## src/rtl/ripple_count_monitor.sv

```systemverilog
// ripple_count_monitor
//
// Purpose:
//   Watches a free-running 4-bit ripple counter whose value arrives asynchronously
//   and may glitch while its bits ripple. The value is double-synchronised, then
//   compared against a one-sample history so that only stable samples are used.
//   Each stable change extends the count with an 8-bit wrap counter. The result
//   is presented as a single-entry record behind a valid/ready handshake.
//
// Ports:
//   clock_n     in   1   sole clock; all state updates on its falling edge
//   reset       in   1   synchronous, active-high reset
//   cnt_in      in   4   raw ripple-counter value (asynchronous, may glitch)
//   out_ready   in   1   consumer accepts the current record
//   out_valid   out  1   count_out holds an unconsumed record
//   count_out   out  12  {wrap count[7:0], counter value[3:0]}
//   wrap_pulse  out  1   one-cycle pulse per detected backwards step (wrap)
//   skip_err    out  1   sticky: an accepted change advanced by more than 1 (mod 16)
//   overrun     out  1   sticky: a pending record was overwritten before acceptance

module ripple_count_monitor (
    input  logic        clock_n,
    input  logic        reset,
    input  logic [3:0]  cnt_in,
    input  logic        out_ready,
    output logic        out_valid,
    output logic [11:0] count_out,
    output logic        wrap_pulse,
    output logic        skip_err,
    output logic        overrun
);

    typedef enum logic [0:0] {
        StInit  = 1'b0,
        StTrack = 1'b1
    } state_e;

    // Synchroniser and history registers
    logic [3:0]  r_s1;
    logic [3:0]  r_s2;
    logic [3:0]  r_s3;

    // Counts falling edges since reset release, saturating at 3. Reset clears the
    // sync chain to zero, so the zeros left in s2/s3 must not be mistaken for a
    // real stable sample; s2/s3 only hold post-reset input once this reaches 3.
    logic [1:0]  r_fill;

    state_e      r_state;
    logic [3:0]  r_cur;
    logic [7:0]  r_wrap;
    logic        r_valid;
    logic [11:0] r_count;
    logic        r_pulse;
    logic        r_skip;
    logic        r_overrun;

    // Next-state signals
    state_e      w_state_d;
    logic [3:0]  w_cur_d;
    logic [7:0]  w_wrap_d;
    logic        w_valid_d;
    logic [11:0] w_count_d;
    logic        w_pulse_d;
    logic        w_skip_d;
    logic        w_overrun_d;
    logic [1:0]  w_fill_d;

    // Decode
    logic        w_fill_done;
    logic        w_stable;
    logic        w_accept;
    logic [3:0]  w_delta;

    assign w_fill_done = (r_fill == 2'd3);
    assign w_stable    = w_fill_done && (r_s2 == r_s3);
    // 4-bit subtraction wraps naturally, giving the forward distance mod 16
    assign w_delta     = r_s2 - r_cur;
    assign w_fill_d    = w_fill_done ? r_fill : r_fill + 2'd1;

    always_comb begin
        w_state_d   = r_state;
        w_cur_d     = r_cur;
        w_wrap_d    = r_wrap;
        w_valid_d   = r_valid;
        w_count_d   = r_count;
        w_pulse_d   = 1'b0;
        w_skip_d    = r_skip;
        w_overrun_d = r_overrun;
        w_accept    = 1'b0;

        case (r_state)
            StInit: begin
                // First stable sample only establishes the reference value
                if (w_stable) begin
                    w_cur_d   = r_s2;
                    w_state_d = StTrack;
                end
            end
            StTrack: begin
                w_accept = w_stable && (r_s2 != r_cur);
            end
            default: begin
                w_state_d = StInit;
            end
        endcase

        if (w_accept) begin
            w_cur_d = r_s2;
            if (r_s2 < r_cur) begin
                w_wrap_d  = r_wrap + 8'd1;  // rolls 255 -> 0 silently
                w_pulse_d = 1'b1;
            end
            if (w_delta > 4'd1) begin
                w_skip_d = 1'b1;
            end
            // Same-edge transfer plus new record is not an overrun
            if (r_valid && !out_ready) begin
                w_overrun_d = 1'b1;
            end
            w_count_d = {w_wrap_d, r_s2};
            w_valid_d = 1'b1;
        end else if (r_valid && out_ready) begin
            w_valid_d = 1'b0;
        end
    end

    always_ff @(negedge clock_n) begin
        if (reset) begin
            r_s1      <= 4'd0;
            r_s2      <= 4'd0;
            r_s3      <= 4'd0;
            r_fill    <= 2'd0;
            r_state   <= StInit;
            r_cur     <= 4'd0;
            r_wrap    <= 8'd0;
            r_valid   <= 1'b0;
            r_count   <= 12'd0;
            r_pulse   <= 1'b0;
            r_skip    <= 1'b0;
            r_overrun <= 1'b0;
        end else begin
            r_s1      <= cnt_in;
            r_s2      <= r_s1;
            r_s3      <= r_s2;
            r_fill    <= w_fill_d;
            r_state   <= w_state_d;
            r_cur     <= w_cur_d;
            r_wrap    <= w_wrap_d;
            r_valid   <= w_valid_d;
            r_count   <= w_count_d;
            r_pulse   <= w_pulse_d;
            r_skip    <= w_skip_d;
            r_overrun <= w_overrun_d;
        end
    end

    assign out_valid  = r_valid;
    assign count_out  = r_count;
    assign wrap_pulse = r_pulse;
    assign skip_err   = r_skip;
    assign overrun    = r_overrun;

endmodule

```

## config.mk

```make
export PLATFORM = sky130hd
export DESIGN_NAME = ripple_count_monitor
export DESIGN_NICKNAME = d
export VERILOG_FILES = /design/src/rtl/ripple_count_monitor.sv
export SDC_FILE = /design/constraint.sdc
export NUM_CORES = 1
export LEC_CHECK = 0
export BUFFER_PORTS_ARGS = -buffer_cell sky130_fd_sc_hd__buf_4
export CAP_MARGIN = 15
export CORE_MARGIN = 2
export CORE_UTILIZATION = 56
export DETAILED_ROUTE_END_ITERATION = 10
export GPL_TIMING_DRIVEN = 0
export MAX_ROUTING_LAYER = met4
export PLACE_DENSITY = 0.76
export REMOVE_ABC_BUFFERS = 1
export SYNTH_ARGS = -nofsm -noshare
export SYNTH_HDL_FRONTEND = slang
export SYNTH_SLANG_ARGS = --single-unit
export TNS_END_PERCENT = 30
```

## constraint.sdc

```tcl
create_clock -name clock_n -period 2.2 [get_ports clock_n]
set_input_delay 0.22 -clock clock_n [delete_from_list [all_inputs] [get_ports clock_n]]
set_output_delay 0.22 -clock clock_n [all_outputs]
set_load 0.02 [all_outputs]
```

Word level (Yosys, flattened, before mapping)
Cells that the tools add are included.

Add/subtract/negate cells: 3. Order comparisons: 2. Equal/unequal tests: 4. Mux-type cells: 10. Bitwise gates (word level): 1. Reductions and logical operators: 11.

Operators by type and width (number): two-way mux 4 bit (3); adder 8 x 1 -> 8 bit (second input constant) (1); two-way mux 8 bit (1); two-way mux 1 bit (6); AND reduction 2 bit (3); == test 4 bit (1); greater-than comparator 4 x 1 -> 1 bit (second input constant) (1); logical AND 1 bit (4); less-than comparator 4 bit (1); inequality test 4 bit (1); nonzero test 2 bit (2); subtractor 4 bit (1); adder 2 x 1 -> 2 bit (second input constant) (1); == test 2 bit (second input constant) (1); inequality test 2 x 1 -> 1 bit (second input constant) (1); OR reduction 2 bit (1); logical NOT 1 bit (1); NOT 1 bit (1).

Bits in registers: 43. Input bits: 7. Output and inout bits: 16. Logic and storage cells: 43.

Longest topological paths before layout
Word-level depth: 6. Depth in mapped cells: 8. Gate-level depth less buffers: 8.

==> results.sh <==
export IMPL_grt_overflow=0
export IMPL_core_um2=2760
export IMPL_die_y_um=58.0
export IMPL_wl_per_cell_um=12.3
export IMPL_holdCritPathClass="register to register"
export IMPL_cp_start_kind="register"
export IMPL_htreeDepth=2
export IMPL_antenna_found_initial=0
export IMPL_maxCapViolations=0
export IMPL_vdd_drop_max_mv=0.840
export IMPL_finClkSkew_ns=0.0305
export IMPL_num_fill_cells=200
export IMPL_worst_slew_pin_slew_ns=0.707
export IMPL_layout_nets=239
export IMPL_routed_wl_um=3150
export IMPL_path_cells="buf_6"
export IMPL_path_buf_inv=1
export IMPL_grt_pass1_wl_um=5190
export IMPL_yosysUniqueCellTypes=36
export IMPL_routed_via_density=5.28
export IMPL_cts_clk_slew_worst_paths_ns=0.04
export IMPL_worst_path_max_delay_cell="dfxtp_4"
export IMPL_synth_edf_count=0
export IMPL_final_layout_size_suffix_gt1_share_pct=31.0
export IMPL_syn_avg_cell_area_um2=10.0
export IMPL_mostFrequentLayoutCells="inv_1 (43), nor2b_1 (21), dfxtp_1 (19), nor2_1 (16), buf_6 (15)"
export IMPL_layout_commonest_cell="inv_1"
export IMPL_multiInputGateArea_um2=891
export IMPL_regArea_um2=733
export IMPL_crit_arrival_ns=1.97
export IMPL_portBuffers=22
export IMPL_dr_first_iter_drc_count=65
export IMPL_rsz0062_at_grt="true"
export IMPL_diodes=0
export IMPL_maxSlewViolCount=0
export IMPL_cts_root_buf="clkbuf_4"
export IMPL_async_flop_share_pct=0
export IMPL_ios=23
export IMPL_area_growth_pct=33.3
export IMPL_drc=0
export IMPL_netlist_area_um2=1630
export IMPL_status="complete, no violations"
export IMPL_die_area_um2=3360
export IMPL_yosysSeqAreaShare_pct=42.9
export IMPL_start_util_pct=59.2
export IMPL_whs_ns=0.435
export IMPL_path_max_fanout=5
export IMPL_grt_pass1_vias=1368
export IMPL_cts_hold_buf=0
export IMPL_dieWidth_um=58.0
export IMPL_ys_flop_type="dfxtp_1"
export IMPL_reg2reg_from="r_s2[2]$_SDFF_NP0_"
export IMPL_clock_sinks=35
export IMPL_p_per_area_nw_per_um2=680
export IMPL_dp_hpwl_um=2070
export IMPL_gp_congestion=0.790
export IMPL_grt_max_degree=44
export IMPL_required_ns=1.98
export IMPL_postSynthCellCount=163
export IMPL_worstSkewPairLatency_ns=0.40
export IMPL_cts_tree="built"
export IMPL_total_power_mw=1.48
export IMPL_endpoint_kind="primary output"
export IMPL_crit_path_start="r_wrap[2]$_SDFFE_NP0P_"
export IMPL_cts_buffers=5
export IMPL_ys_seq_elements=35
export IMPL_vias=1356
export IMPL_hold_start="r_s1[2]$_SDFF_NP0_"
export IMPL_rows=19
export IMPL_clock_path_buffers=2
export IMPL_hold_violations=0
export IMPL_detail_route_antenna_nets=0
export IMPL_p_leak_nw=0.989
export IMPL_cpPeakStageDelay_ns=0.35
export IMPL_cpLargestDelayFamily="flip-flops"
export IMPL_path_class="register to primary output"
export IMPL_drt_pass1_iterations=4
export IMPL_setup_viol=0
export IMPL_synth_warnings=0
export IMPL_slew_limit_headroom_pct=52.7
export IMPL_grt_total_usage_pct=20.8
-- cells in the mapped netlist (3+ instances only) --
cell | number | area share (%)
nor4_2 | 3 | 2.3
buf_2 | 3 | 0.92
clkbuf_1 | 4 | 0.92
mux2_1 | 6 | 4.1
nor2_1 | 16 | 3.7
inv_1 | 8 | 1.8
a21oi_1 | 9 | 2.8
dfxtp_1 | 35 | 43
nor2b_1 | 21 | 8.1
ha_1 | 6 | 4.6
xnor2_1 | 4 | 2.1
mux2_2 | 5 | 3.5
nand3_1 | 8 | 2.5
o21ai_0 | 5 | 1.5
-- worst paths after layout --
kind	slack (ns)	depth (start not counted)	end
hold / removal	0.44	1	r_s2[2]$_SDFF_NP0_
setup reg to reg	0.11	5	r_wrap[0]$_SDFFE_NP0P_
hold reg to reg	0.44	1	r_s2[2]$_SDFF_NP0_
setup / recovery	0.006	1	count_out[6]
-- timing repair --
item                       in CTS  in global routing
setup endpoints to repair      17                 22
pin swaps                       0                  4
gates resized for setup        26                 15
setup buffers                   3                  4
-- flip-flops by register name, summed over array words and instances, names as in the netlist --
| name | flops |
|---|---|
| r_fill | 2 |
| wrap_pulse | 1 |
| r_wrap | 8 |
| r_s2 | 4 |
| r_s1 | 4 |
| out_valid | 1 |
| r_cur | 4 |
| count_out | 4 |
| skip_err | 1 |
| r_state | 1 |
| r_s3 | 4 |
| overrun | 1 |
-- power breakdown --
part           internal (mW)  total (mW)  switching [mW]
Clock                  0.319       0.690           0.371
Sequential             0.651       0.664          0.0129
Combinational         0.0459       0.124          0.0783
Total                   1.02        1.48           0.462
-- layout make-up --
| type | count | share of cell area (%) |
|---|---|---|
| Sequential cell | 35 | 33.7 |
| Tap cell | 31 | 1.78 |
| Inverter | 7 | 1.21 |
| Clock inverter | 38 | 8.00 |
| Timing Repair Buffer | 29 | 12.6 |
| Multi-Input combinational cell | 112 | 41.0 |
| Clock buffer | 5 | 1.73 |
-- per-stage QoR --
stage	setup TNS, ns	instances	setup WS (ns)	utilization (%)	cell area, µm²
final	0	257	0.00611	78.9	2170
after floorplan	0	155	0.153	-	1590
after global routing	-0.282	257	-0.0436	78.9	2170
after global placement	-0.0901	208	-0.0901	65.1	1790
after CTS	-0.0703	253	-0.0342	76.0	2100
after detailed placement	-0.185	208	-0.110	65.1	1790
-- cells by family (layout without fill, tap and decap cells) --
group | count (synthesis) | after routing | share of synthesized area [%]
AOI/OAI and AO/OA | 19 | 19 | 6.98
xor gates and xnor gates | 7 | 7 | 4.22
adders and majority gates | 7 | 7 | 5.83
buffers and inverters | 16 | 79 | 4.37
DFF | 35 | 35 | 42.9
muxes | 13 | 13 | 8.82
and+or+nand+nor | 66 | 66 | 26.8
-- metal layers --
layer  global-route usage (%)  up-vias  part of all wire (%)
met2                     34.7       31                    53
met4                     9.63        0                  0.57
met1                     19.0      636                    42
li1                         -      687                     -
met3                     11.8        2                   4.4
met5                        -        -                     0
No activity file was read; power rests on OpenSTA's default activity.
